===== config.mk =====
export PLATFORM = sky130hd
export DESIGN_NAME = comp_flag_stage
export DESIGN_NICKNAME = d
export VERILOG_FILES = /design/src/rtl/comp_pkg.sv /design/src/rtl/sat_counter.sv /design/src/rtl/comp_flag_stage.sv
export SDC_FILE = /design/constraint.sdc
export NUM_CORES = 1
export LEC_CHECK = 0
export ABC_AREA = 1
export CORE_MARGIN = 1.5
export CORE_UTILIZATION = 30
export DETAILED_ROUTE_END_ITERATION = 6
export PLACE_DENSITY_LB_ADDON = 0.08
export SLEW_MARGIN = 10
export SYNTH_ARGS = -nofsm -noshare
export SYNTH_HDL_FRONTEND = slang
export SYNTH_SLANG_ARGS = --single-unit

===== constraint.sdc =====
create_clock -name clk -period 3.5 [get_ports clk]
set_input_delay 0.7 -clock clk [delete_from_list [all_inputs] [get_ports clk]]
set_output_delay 0.7 -clock clk [all_outputs]
set_load 0.03 [all_outputs]

===== src/rtl/comp_pkg.sv =====
// comp_pkg: shared definitions for the comparator flag output stage.
//   - Flag word layout XXXXXGEL: bit indices of L/E/G and the word width.
//   - Skid-buffer occupancy encoding.
//   - flag_illegal(): legality check for a comparator flag word.
package comp_pkg;

    localparam int unsigned FLAG_W = 8;
    localparam int unsigned FLAG_L = 0;
    localparam int unsigned FLAG_E = 1;
    localparam int unsigned FLAG_G = 2;

    // Buffer occupancy: nothing, main register only, main plus skid.
    typedef enum logic [1:0] {
        EMPTY = 2'd0,
        ONE   = 2'd1,
        FULL  = 2'd2
    } buf_state_e;

    // A legal word has exactly one of G/E/L set and all upper bits clear.
    function automatic logic flag_illegal(input logic [FLAG_W-1:0] f);
        logic [1:0] n_set;
        n_set = 2'(f[FLAG_L]) + 2'(f[FLAG_E]) + 2'(f[FLAG_G]);
        return (n_set != 2'd1) || (f[FLAG_W-1:3] != '0);
    endfunction

endpackage


===== src/rtl/sat_counter.sv =====
// sat_counter: event counter that saturates at all-ones.
//   clk, rst_n : clock, asynchronous active-low reset
//   inc        : count one event this cycle
//   clr        : synchronous clear, takes priority over inc
//   count      : current count
module sat_counter #(
    parameter int unsigned CNT_W = 8
) (
    input  logic             clk,
    input  logic             rst_n,
    input  logic             inc,
    input  logic             clr,
    output logic [CNT_W-1:0] count
);

    logic [CNT_W-1:0] count_q;

    always_ff @(posedge clk or negedge rst_n) begin
        if (!rst_n) begin
            count_q <= '0;
        end else if (clr) begin
            count_q <= '0;
        end else if (inc && (count_q != '1)) begin
            count_q <= count_q + CNT_W'(1);
        end
    end

    assign count = count_q;

endmodule


===== src/rtl/comp_flag_stage.sv =====
// comp_flag_stage: registered output stage behind the 8-bit comparator.
//   Upstream  : in_valid/in_ready handshake carrying {in_A, in_B, in_F}.
//   Downstream: out_valid/out_ready handshake carrying {out_A, out_B, out_F}
//               plus out_bad, set when the buffered flag word is illegal.
//   Status    : saturating cnt_gt/cnt_eq/cnt_lt counters and err_sticky,
//               all cleared synchronously by clr.
// A 2-entry skid buffer (main + skid) keeps in_ready a pure function of
// state, so the consumer's stall never reaches the comparator path.
module comp_flag_stage
    import comp_pkg::*;
#(
    parameter int unsigned DATA_W = 8,
    parameter int unsigned CNT_W  = 8
) (
    input  logic              clk,
    input  logic              rst_n,
    input  logic              in_valid,
    output logic              in_ready,
    input  logic [DATA_W-1:0] in_A,
    input  logic [DATA_W-1:0] in_B,
    input  logic [FLAG_W-1:0] in_F,
    output logic              out_valid,
    input  logic              out_ready,
    output logic [DATA_W-1:0] out_A,
    output logic [DATA_W-1:0] out_B,
    output logic [FLAG_W-1:0] out_F,
    output logic              out_bad,
    input  logic              clr,
    output logic [CNT_W-1:0]  cnt_gt,
    output logic [CNT_W-1:0]  cnt_eq,
    output logic [CNT_W-1:0]  cnt_lt,
    output logic              err_sticky
);

    buf_state_e state_q, state_d;

    logic [DATA_W-1:0] main_a_q, main_b_q, skid_a_q, skid_b_q;
    logic [FLAG_W-1:0] main_f_q, skid_f_q;
    logic              main_bad_q, skid_bad_q;
    logic              err_q;

    logic up_fire, dn_fire, in_bad;
    logic load_main, load_skid, shift_skid;

    assign up_fire = in_valid & in_ready;
    assign dn_fire = out_valid & out_ready;
    assign in_bad  = flag_illegal(in_F);

    // State register
    always_ff @(posedge clk or negedge rst_n) begin
        if (!rst_n) begin
            state_q <= EMPTY;
        end else begin
            state_q <= state_d;
        end
    end

    // Next state and datapath load enables
    always_comb begin
        state_d    = state_q;
        load_main  = 1'b0;
        load_skid  = 1'b0;
        shift_skid = 1'b0;
        unique case (state_q)
            EMPTY: begin
                if (up_fire) begin
                    state_d   = ONE;
                    load_main = 1'b1;
                end
            end
            ONE: begin
                if (up_fire && dn_fire) begin
                    load_main = 1'b1;
                end else if (up_fire) begin
                    state_d   = FULL;
                    load_skid = 1'b1;
                end else if (dn_fire) begin
                    state_d = EMPTY;
                end
            end
            FULL: begin
                // in_ready is low here, so only a downstream fire can happen.
                if (dn_fire) begin
                    state_d    = ONE;
                    shift_skid = 1'b1;
                end
            end
            default: state_d = EMPTY;
        endcase
    end

    // Handshake outputs decoded from the state register only
    always_comb begin
        out_valid = 1'b0;
        in_ready  = 1'b1;
        unique case (state_q)
            EMPTY: ;
            ONE:   out_valid = 1'b1;
            FULL: begin
                out_valid = 1'b1;
                in_ready  = 1'b0;
            end
            default: ;
        endcase
    end

    always_ff @(posedge clk or negedge rst_n) begin
        if (!rst_n) begin
            main_a_q   <= '0;
            main_b_q   <= '0;
            main_f_q   <= '0;
            main_bad_q <= 1'b0;
            skid_a_q   <= '0;
            skid_b_q   <= '0;
            skid_f_q   <= '0;
            skid_bad_q <= 1'b0;
        end else begin
            if (load_main) begin
                main_a_q   <= in_A;
                main_b_q   <= in_B;
                main_f_q   <= in_F;
                main_bad_q <= in_bad;
            end else if (shift_skid) begin
                main_a_q   <= skid_a_q;
                main_b_q   <= skid_b_q;
                main_f_q   <= skid_f_q;
                main_bad_q <= skid_bad_q;
            end
            if (load_skid) begin
                skid_a_q   <= in_A;
                skid_b_q   <= in_B;
                skid_f_q   <= in_F;
                skid_bad_q <= in_bad;
            end
        end
    end

    assign out_A   = main_a_q;
    assign out_B   = main_b_q;
    assign out_F   = main_f_q;
    assign out_bad = main_bad_q;

    // clr beats a same-cycle accept: that entry is neither counted nor flagged.
    always_ff @(posedge clk or negedge rst_n) begin
        if (!rst_n) begin
            err_q <= 1'b0;
        end else if (clr) begin
            err_q <= 1'b0;
        end else if (up_fire && in_bad) begin
            err_q <= 1'b1;
        end
    end

    assign err_sticky = err_q;

    sat_counter #(.CNT_W(CNT_W)) u_cnt_gt (
        .clk   (clk),
        .rst_n (rst_n),
        .inc   (up_fire & in_F[FLAG_G]),
        .clr   (clr),
        .count (cnt_gt)
    );

    sat_counter #(.CNT_W(CNT_W)) u_cnt_eq (
        .clk   (clk),
        .rst_n (rst_n),
        .inc   (up_fire & in_F[FLAG_E]),
        .clr   (clr),
        .count (cnt_eq)
    );

    sat_counter #(.CNT_W(CNT_W)) u_cnt_lt (
        .clk   (clk),
        .rst_n (rst_n),
        .inc   (up_fire & in_F[FLAG_L]),
        .clr   (clr),
        .count (cnt_lt)
    );

endmodule


# Word-level counts from Yosys, hierarchy flattened
# Cells that the tools add are included.
totals:
  ff_bits: 77
  output_inout_bits: 52
  word_cells: 79
classes:
  add_sub_neg: 5
  n_eq_ne: 10
  n_mux: 31
  bitwise: 5
  n_reduce_logical: 15
ops:
  columns: ["cell", "n"]
  rows:
  - ["$mux 8", 12]
  - ["$add 8x1->8 const B", 3]
  - ["$ne 8x8->1 const B", 3]
  - ["$mux 1", 12]
  - ["$mux 2", 5]
  - ["$reduce_bool 2->1", 5]
  - ["$ne 2x2->1 const B", 3]
  - ["$pmux 2 s3", 1]
  - ["$and 1x1->1", 5]
  - ["$logic_and 1x1->1", 5]
  - ["$reduce_bool 5->1", 1]
  - ["$reduce_and 4->1", 1]
  - ["$ne 3x3->1 const B", 1]
  - ["$add 1x1->2", 1]
  - ["$add 2x1->2", 1]
  - ["$eq 2x1->1 const B", 1]
  - ["$eq 2x2->1 const B", 1]
  - ["$logic_not 2->1", 1]
  - ["$ne 2x1->1 const B", 1]
  - ["$pmux 1 s2", 1]
  - ["$reduce_or 2->1", 1]
  - ["$logic_or 1x1->1", 1]

# Logic depth before layout (Yosys ltp)
# Gate-level depths: netlist of the first run.
logic_depth:
  word_depth: 8
  ltp_mapped: 10
  ltp_nobuf: 10

# Cells and area by module
# A second synthesis of the first run with hierarchy kept.
hier_totals:
  cells_unflattened: 566
  area_unflattened_um2: 4206.5
by_module_without_submodules:
  columns: ["module", "n_inst", "cells_per_inst", "area_each_um2", "seq_area_each_um2"]
  rows:
  - ["comp_flag_stage", 1, 344, 2671.3, 1326.3]
  - ["sat_counter", 3, 74, 511.7, 200.2]

# Worst setup path before layout of the first run
# No wires, ideal clock.
synth_timing:
  path_type: "input to register"
  start: "in in_F[0]"
  end: "reg main_bad_q, in the netlist out_bad"
  setup_time_ps: 120
  arrival_ps: 1656
  t_required_ps: 3380
  setup_slack_ps: 1725
  cell_stages: 7
  cell_sequence: "inv_1 > fa_1 > nand3b_1 > nor2_1 > nand2_1 > o21ai_0 > inv_1"
synth_between:
  elab_chain_cells: 5
synth_rtl:
  columns: ["element", "line", "source"]
  rows:
  - ["from (decl)", "comp_flag_stage.sv:21", "input logic [FLAG_W-1:0] in_F,"]
  - ["$add 1x1->2", "comp_pkg.sv:22", "n_set = 2'(f[FLAG_L]) + 2'(f[FLAG_E]) + 2'(f[FLAG_G]);"]
  - ["$add 2x1->2", "comp_pkg.sv:22", null]
  - ["$ne 2x1->1", "comp_pkg.sv:23", "return (n_set != 2'd1) || (f[FLAG_W-1:3] != '0);"]
  - ["$logic_or 1x1->1", "comp_pkg.sv:23", null]
  - ["$mux 1", "comp_flag_stage.sv:118", "if (load_main) begin"]
  - ["to (signal assigned)", "comp_flag_stage.sv:122", "main_bad_q <= in_bad;"]
  - ["to (signal assigned)", "comp_flag_stage.sv:127", "main_bad_q <= skid_bad_q;"]
  - ["to (decl)", "comp_flag_stage.sv:39", "logic main_bad_q, skid_bad_q;"]
# No other way between the ends.
# A chain may end at the register's enable or synchronous reset.

# Final worst setup path of the first run
layout_timing:
  start: "reg state_q[0]"
  end: "out in_ready"
layout_between:
  elab_chain_cells: 2
layout_rtl:
  columns: ["element", "line", "source"]
  rows:
  - ["from (decl)", "comp_flag_stage.sv:35", "buf_state_e state_q, state_d;"]
  - ["from (signal assigned)", "comp_flag_stage.sv:54", "state_q <= state_d;"]
  - ["$eq 2x2->1", "comp_flag_stage.sv:96", "unique case (state_q)"]
  - ["$mux 1", "comp_flag_stage.sv:96", null]
  - ["to (decl)", "comp_flag_stage.sv:18", "output logic in_ready,"]
# No other way between the ends.

==> results of run 1 <==
worst min-delay path, delay by kind of cell (launching register included):
family | cells | cell delay [ns]
flip-flops | 1 | 0.34
AND/OR/NAND/NOR | 2 | 0.10
cell type report:
class / count / area share
repair buffers: 82 / 0.1609
clock buffers: 11 / 0.04603
flip-flops and latches: 77 / 0.3811
inverters: 38 / 0.02821
clock inverters: 5 / 0.007176
multi-input cells: 358 / 0.3341
well taps: 172 / 0.04256
power groups by stage:
stage	Sequential [uW]	Clock [uW]	Combinational, uW
floorplan	1630	0	667
global placement	1370	0	1430
detailed placement	1370	0	1460
CTS	1360	888	1460
global route	1390	931	1590
finish	1350	859	1440
metrics by stage:
stage | power, uW | area [um^2] | util
floorplan | 2296 | 3865 | -
global placement | 2804 | 4787 | 0.3793
detailed placement | 2828 | 4787 | 0.3793
CTS | 3704 | 5056 | 0.4007
global route | 3913 | 5056 | 0.4007
finish | 3651 | 5056 | 0.4007
sequential cells by signal, indices dropped and copies added (netlist names):
signal	flops
out_A	8
out_F	8
u_cnt_eq.count	8
out_B	8
skid_f_q	8
state_q	2
u_cnt_gt.count	8
skid_b_q	8
err_sticky	1
skid_bad_q	1
u_cnt_lt.count	8
out_bad	1
skid_a_q	8
cells by family after synthesis:
logic type / share of synthesized area
AO/OA/AOI/OAI: 0.03108
XOR/XNOR: 0.01586
adder cells (fa/ha/maj): 0.02784
buffers and inverters: 0.06442
flip-flops: 0.4985
AND/OR/NAND/NOR: 0.3623
placed cells by master, fill, tap and decap left out, types with 5 or more instances in the layout:
cell type | netlist | layout
dfrtp_1 | 77 | 77
nand2_1 | 203 | 203
clkbuf_16 | 0 | 9
o21ai_0 | 13 | 13
nand4_1 | 28 | 28
clkdlybuf4s50_1 | 0 | 79
nor2_1 | 35 | 35
xor2_1 | 6 | 6
inv_2 | 5 | 5
nand3_1 | 41 | 41
ha_1 | 7 | 7
inv_1 | 33 | 33
how the worst max path moves through the flow:
stage	start	endpoint	slack [ns]	cells after the start
final	state_q[0]$_DFFE_PN0P_	in_ready	0.94	4
after global routing	state_q[0]$_DFFE_PN0P_	in_ready	0.84	4
after CTS	state_q[0]$_DFFE_PN0P_	in_ready	0.93	4
after detailed placement	in_valid	out_bad$_DFFE_PN0P_	0.95	8
after global placement	in_valid	out_bad$_DFFE_PN0P_	1.01	8
after floorplan	in_F[0]	out_bad$_DFFE_PN0P_	1.72	7
routing by layer:
metal	vias to the layer above	track usage	wire length [um]
li1	1721	-	-
met1	1588	0.2119	4847
met2	79	0.2612	4501
met3	7	0.04255	620
met4	0	0.06098	141
met5	-	0	0
cells in the mapped netlist, types with 2 or more instances:
cell	count	area [um^2]
dfrtp_1	77	1927
nand2_4	3	33.78
inv_1	33	123.9
inv_2	5	18.77
o21ai_0	13	65.06
nor3_1	2	10.01
nand3_1	41	205.2
xor2_1	6	52.55
o21bai_1	2	15.01
a21oi_1	4	20.02
nand4_1	28	175.2
nor2_2	2	12.51
ha_1	7	87.58
buf_6	4	45.04
nand2_1	203	762.0
nor2_4	2	22.52
clkbuf_1	2	7.510
nor2_1	35	131.4
buf_2	10	50.05
==> impl_metrics.tcl, run 1 <==
set metrics [dict create \
    status "finished, final reports clean" \
    die_h_um 116.5 \
    pre_cts_ws_ns 0.9498 \
    die_x_um 116.5 \
    multiInputGateArea_um2 1689 \
    placeableCoreArea_um2 12620 \
    n_fill_cell 1356 \
    leakage_uw 0.002382 \
    crit_path_end_kind "primary output" \
    yosysWarningCount 0 \
    finalMaxSlewViolations 0 \
    drv_cap 0 \
    slowest_delay_ns 0.67 \
    max_slew.worst_pin.slew_ns 0.9903 \
    synth_edf_count 0 \
    firstDrtPassIters 4 \
    startpoint_type "flop" \
    io-pin-count 81 \
    min_to "skid_b_q[5]$_DFFE_PN0P_" \
    wl_per_cell_um 13.61 \
    n_antenna_cell 0 \
    wl_um 10110 \
    seq_area_um2 1927 \
    ys_ff_latch 77 \
    synth_ff_type "dfrtp_1" \
    ys_types 30 \
    dp_hpwl_um 6666 \
    cts_hold_buf 0 \
    netSwitchingFraction 0.3964 \
    drt-initial-drc-count 193 \
    drc 0 \
    setup_viol 0 \
    rows 41 \
    postCtsSetupBuffers 0 \
    peakVddDrop_v 0.0002599 \
    fin_setup_tns_ns 0 \
    crit_family "buffers and inverters" \
    numCtsBuffers 9 \
    pwr-share-comb 0.394 \
    worstSkewPairLatency_ns 0.34 \
    hold_ws_ns 0.4700 \
    dp_cells 727 \
    h-tree-depth 3 \
    grt_antenna_before_repair 0 \
    areaGrowthSynthToFinish_pct 30.82 \
    cpMaxStageDelayCell "clkdlybuf4s50_1" \
    share_seq_of_total_power 0.371 \
    crit_fanout 5 \
    clk_pin_slew_ns 0.06 \
    period_needed_ns 2.556 \
    worstPathRequired_ns 2.80 \
    r2r_start "state_q[0]$_DFFE_PN0P_" \
    initial_utilization 0.3063 \
    vias 3395 \
    grt_overflow_total 0 \
    rsz0062_at_grt "false" \
    hold_start "skid_b_q[5]$_DFFE_PN0P_" \
    final_cells 743 \
    hold_violations 0 \
    p_int_uw 2204 \
    syn_nets 527 \
    fin_skew_ns 0.009797 \
    post_cts_resized 0 \
    switchingPower_uw 1447 \
    syn_area_um2 3865 \
    async_reset_ff_frac 1.000 \
    critPathArrivalTime_ns 1.86 \
    grt.total_usage 0.1628 \
    fp.dieArea_um2 13570 \
    cts_root_buf "clkbuf_16" \
    period_share 0.7304 \
    cts.sinks 77 \
    grt_pass1_vias 3272 \
    critPathBufInv 3 \
    finalWeightedCongestion 0.8234 \
    relSlewSlack 0.3398 \
    viasPerCell 4.569 \
    port_buffers 80 \
    reg2reg_depth 8 \
    cts_tree "yes" \
    nNetsFinal 603 \
    ys_seq_area_frac 0.4985 \
    p_per_area_nw_per_um2 722.1 \
    syn_area_per_cell_um2 7.888 \
    netlist_instances 490 \
    timing.rr.end "out_bad$_DFFE_PN0P_" \
    clockBufferDepth 2 \
    min_path_cells 2 \
    min_path_type "reg2reg" \
    drive_above_1_share 0.05779 \
    setup_ws_ns 0.9435 \
    r2r_slack_ns 1.47 \
    crit_chain "inv_1 -> ha_1 -> inv_2 -> clkdlybuf4s50_1" \
    grt_max_degree 78 \
    crit_type "reg2out" \
    grt_first_pass_wirelength_um 16790 \
    pwr-share-clk 0.235 \
    timing.fmax_mhz 391.2 \
    antenna_left 0 \
]
No activity file was read; power rests on OpenSTA's default activity.
==> inputs of run 2 (changes only) <==
==> constraint.sdc (replaced) <==
create_clock -name clk -period 2.05 [get_ports clk]
set_input_delay 0.41 -clock clk [delete_from_list [all_inputs] [get_ports clk]]
set_output_delay 0.41 -clock clk [all_outputs]
set_load 0.03 [all_outputs]
==> run 2 against run 1 <==
Against the previous run:
- sequential power is 71% higher
- sequential share of layout area down 1.5 points
- highest routed layer unchanged
- non-clock buffer count up 20
- worst hold slack got worse by 0.44 ns
- critical endpoint is now out_valid
- register-to-register slack lost 1.2 ns
- first-iteration DRC count up 27%
- final cell count is 2.6% higher
- setup slack lost 0.83 ns
- total power rose by 76%
- critical path depth decreased by 1
- die area did not move
==> impl_metrics.tcl, run 2 (same netlist as run 1, synthesis figures left out) <==
set metrics [dict create \
    status "finished, final reports clean" \
    seq_area_um2 1927 \
    n_fill_cell 1344 \
    min_path_type "in2async" \
    timing.fmax_mhz 515.8 \
    worstSkewPairLatency_ns 0.34 \
    grt_overflow_total 0 \
    postCtsSetupBuffers 0 \
    dp_hpwl_um 7424 \
    finalWeightedCongestion 0.7908 \
    peakVddDrop_v 0.0002927 \
    h-tree-depth 3 \
    finalMaxSlewViolations 0 \
    final_area_um2 5264 \
    critPathArrivalTime_ns 1.53 \
    firstDrtPassIters 5 \
    startpoint_type "flop" \
    initial_utilization 0.3063 \
    port_buffers 80 \
    nNetsFinal 623 \
    layout_commonest_cell "nand2_1" \
    grt_pass1_vias 3533 \
    period_needed_ns 1.939 \
    drive_above_1_share 0.08814 \
    clk_pin_slew_ns 0.06 \
    vias 3496 \
    relSlewSlack 0.6863 \
    crit_path_end_kind "primary output" \
    numCtsBuffers 9 \
    cts_tree "yes" \
    post_cts_resized 2 \
    areaGrowthSynthToFinish_pct 36.19 \
    wl_per_cell_um 13.69 \
    crit_fanout 4 \
    drc 0 \
    grt_max_degree 46 \
    placeableCoreArea_um2 12620 \
    cts_hold_buf 0 \
    fin_util 0.4171 \
    io-pin-count 81 \
    worstPathRequired_ns 1.64 \
    cts.sinks 77 \
    setup_ws_ns 0.1113 \
    hold_ws_ns 0.02511 \
    dp_cells 747 \
    die_h_um 116.5 \
    pre_cts_ws_ns -0.06434 \
    drt-initial-drc-count 245 \
    drv_cap 0 \
    max_slew.worst_pin.slew_ns 0.4706 \
    antenna_left 0 \
    wl_um 10430 \
    leakage_uw 0.002512 \
    rsz0062_at_grt "false" \
    rows 41 \
    p_per_area_nw_per_um2 1221 \
    final_cell_mix "203 x nand2_1, 77 x dfrtp_1, 77 x clkdlybuf4s50_1, 41 x nand3_1, 35 x nor2_1" \
    grt_antenna_before_repair 0 \
    hold_violations 0 \
    crit_type "reg2out" \
    fin_skew_ns 0.005605 \
    grt_first_pass_wirelength_um 17370 \
    post_dp_cell_area_um2 4987 \
    cts_root_buf "clkbuf_16" \
    setup_viol 0 \
    die_x_um 116.5 \
    fp.dieArea_um2 13570 \
    n_antenna_cell 0 \
    multiInputGateArea_um2 1689 \
    viasPerCell 4.588 \
    grt.total_usage 0.1678 \
    clockBufferDepth 2 \
    period_share 0.9457 \
    final_cells 762 \
]
-- run 2: layout make-up --
cell class                      instances  area share
Clock buffer                           14     0.05206
Multi-Input combinational cell        358      0.3209
Clock inverter                          1   0.0009508
Sequential cell                        77      0.3661
Inverter                               38     0.02710
Tap cell                              172     0.04088
Timing Repair Buffer                  102      0.1921
-- run 2: worst max-delay path: stages, from the launching register on --
cell and delay [ns]:
dfrtp_1 0.39, inv_1 0.08, ha_1 0.32, dlygate4sd2_1 0.41
-- run 2: worst paths after layout --
kind	startpoint	end	slack [ns]	depth (start not counted)
max in group asynchronous	rst_n	u_cnt_eq.count[2]$_DFFE_PN0P_	1.41	2
min reg2reg	skid_a_q[5]$_DFFE_PN0P_	skid_a_q[5]$_DFFE_PN0P_	0.47	2
max reg2reg	state_q[0]$_DFFE_PN0P_	out_F[4]$_DFFE_PN0P_	0.31	9
min	rst_n	out_B[6]$_DFFE_PN0P_	0.03	1
max	state_q[0]$_DFFE_PN0P_	out_valid	0.11	3
min in group clk	skid_a_q[5]$_DFFE_PN0P_	skid_a_q[5]$_DFFE_PN0P_	0.47	2
-- run 2: where the power goes --
part | switching [uW] | internal, uW | total [uW] | leakage (uW)
registers | 288 | 2020 | 2310 | 0.000986
logic | 1570 | 1040 | 2610 | 0.00139
clock network | 600 | 912 | 1510 | 0.000139
total | 2460 | 3970 | 6430 | 0.00251
-- run 2: metrics by stage --
step                TNS (ns)  total power, uW
floorplan                  0             3920
global placement    -0.08257             4957
detailed placement   -0.1198             4991
CTS                        0             6520
global route               0             6894
finish                     0             6429
-- run 2: layer usage --
metal	global-route usage	wire, um	vias up
li1	-	-	1753
met4	0.06992	178	0
met2	0.2647	4651	87
met1	0.2267	4983	1645
met5	0	0	-
met3	0.03217	617	11
==> inputs of run 3 (changes only) <==
--- a/config.mk
+++ b/config.mk
@@ -6,6 +6,7 @@
 export NUM_CORES = 1
 export LEC_CHECK = 0
 export ABC_AREA = 1
+export CORE_ASPECT_RATIO = 0.7
 export CORE_MARGIN = 1.5
 export CORE_UTILIZATION = 30
 export DETAILED_ROUTE_END_ITERATION = 6
==> run 3 against run 2 <==
Against the previous run:
- clock power up 23%
- clock-buffer cell count is 4 lower
- register-to-register slack got worse by 0.04 ns
==> impl_metrics.tcl, run 3 (same netlist as run 1, synthesis figures left out) <==
set metrics [dict create \
    status "finished, final reports clean" \
    timing.rr.end "out_A[0]$_DFFE_PN0P_" \
    grt_antenna_before_repair 0 \
    wl_per_cell_um 13.75 \
    crit_type "reg2out" \
    final_cell_mix "203 x nand2_1, 77 x dfrtp_1, 77 x clkdlybuf4s50_1, 41 x nand3_1, 35 x nor2_1" \
    initial_utilization 0.3090 \
    reg2reg_depth 10 \
    viasPerCell 4.537 \
    drv_cap 0 \
    n_antenna_cell 0 \
    grt_util_met1 0.2352 \
    cts_tree "yes" \
    vias 3416 \
    rsz0062_at_grt "false" \
    period_needed_ns 1.947 \
    hold_violations 0 \
    slowest_delay_ns 0.41 \
    grtUsageMet3 0.04169 \
    cpMaxStageDelayCell "dlygate4sd2_1" \
    drc 0 \
    setup_viol 0 \
    rows 34 \
    relSlewSlack 0.6608 \
    layout_commonest_cell "nand2_1" \
    clockBufferDepth 2 \
    cts_hold_buf 0 \
    dp_hpwl_um 7486 \
    max_slew.worst_pin.slew_ns 0.5088 \
    min_path_type "in2async" \
    met2_usage 0.2411 \
    finalWeightedCongestion 0.7546 \
    worstSkewPairLatency_ns 0.33 \
    drive_above_1_share 0.09475 \
    startpoint_type "flop" \
    numCtsBuffers 9 \
    critPathArrivalTime_ns 1.54 \
    antenna_left 0 \
    pre_cts_ws_ns -0.09685 \
    crit_path_end "out_valid" \
    grt_first_pass_wirelength_um 17600 \
    leakage_uw 0.002539 \
    grt_max_degree 39 \
    finalMaxSlewViolations 0 \
    grt.total_usage 0.1634 \
    grt-busiest-layer "met2" \
    fp.dieArea_um2 13580 \
    firstDrtPassIters 6 \
    crit_chain "inv_1 -> ha_1 -> dlygate4sd2_1" \
    p_total_uw 6768 \
    setup_ws_ns 0.1034 \
    wl_um 10350 \
    r2r_start "state_q[0]$_DFFE_PN0P_" \
    die_h_um 97.97 \
    r2r_slack_ns 0.27 \
    crit_path_end_kind "primary output" \
    areaGrowthSynthToFinish_pct 37.58 \
    clk_pin_slew_ns 0.06 \
    p_per_area_nw_per_um2 1273 \
    fin_skew_ns 0.004466 \
    grt_overflow_total 0 \
    die_x_um 138.7 \
    placeableCoreArea_um2 12510 \
    crit_fanout 4 \
    io-pin-count 81 \
    h-tree-depth 3 \
    critPathLaunch "state_q[0]$_DFFE_PN0P_" \
    grt_pass1_vias 3447 \
    timing.fmax_mhz 513.7 \
    n_fill_cell 1270 \
    cts.sinks 77 \
    period_share 0.9496 \
    peakVddDrop_v 0.0006327 \
    nNetsFinal 623 \
    cts_root_buf "clkbuf_16" \
    port_buffers 80 \
    worstPathRequired_ns 1.64 \
    drt-initial-drc-count 209 \
]
run 3: cell types whose count changed in the layout (fill, tap and decap cells not counted), sizes merged:
cell and change:
bufinv +3, clkbuf -3, clkinvlp +2, dlygate4sd2 -1
run 3: layout make-up:
cell class                 count  area (um^2)  area share
timing repair buffer         102         1007      0.1894
multi-input combinational    358         1689      0.3176
sequential                    77         1927      0.3624
clock inverter                 6        110.1     0.02071
inverter                      38        142.6     0.02682
tap                          162        202.7     0.03812
clock buffer                  10        239.0     0.04494
run 3: worst min path at each step:
stage / from / to / slack (ns)
after global placement: rst_n / out_B[0]$_DFFE_PN0P_ / 0.43
after floorplan: rst_n / err_sticky$_DFFE_PN0P_ / 0.11
final: rst_n / out_B[1]$_DFFE_PN0P_ / 0.05
after global routing: rst_n / out_B[0]$_DFFE_PN0P_ / 0.08
after detailed placement: rst_n / skid_a_q[3]$_DFFE_PN0P_ / 0.42
after CTS: rst_n / skid_a_q[6]$_DFFE_PN0P_ / 0.06
run 3: where the power goes:
part           internal (uW)  leakage (uW)  switching, uW  total, uW
Sequential              2020      0.000986            291       2310
Combinational           1020       0.00139           1580       2600
Clock                   1220      0.000165            637       1860
run 3: critical path: cells and delay by family, from the launching register on:
family                     cells  cell delay (ns)
buffers and inverters          2             0.50
DFF                            1             0.40
adders and majority gates      1             0.31
run 3: layer usage:
metal	up-vias	share of wire	wire [um]
met2	70	0.42	4364
met3	5	0.047	483
li1	1756	-	-
met5	-	0	0
met1	1585	0.53	5440
met4	0	0.0062	64
run 3: repair_timing:
action	4_1_cts	5_1_grt
endpoints found under the setup margin	2	1
setup buffers	0	0
resized for setup	2	2
pin swaps	0	0
run 3: metrics by stage:
stage | utilization | area [um^2] | std cells | hold slack (ns) | setup TNS (ns)
floorplan | - | 3865 | 490 | 0.1144 | 0
global placement | 0.3978 | 4975 | 737 | 0.4324 | -0.1402
detailed placement | 0.3978 | 4975 | 737 | 0.4242 | -0.1656
CTS | 0.4255 | 5321 | 753 | 0.06203 | 0
global route | 0.4252 | 5318 | 753 | 0.07826 | 0
finish | 0.4252 | 5318 | 753 | 0.04689 | 0
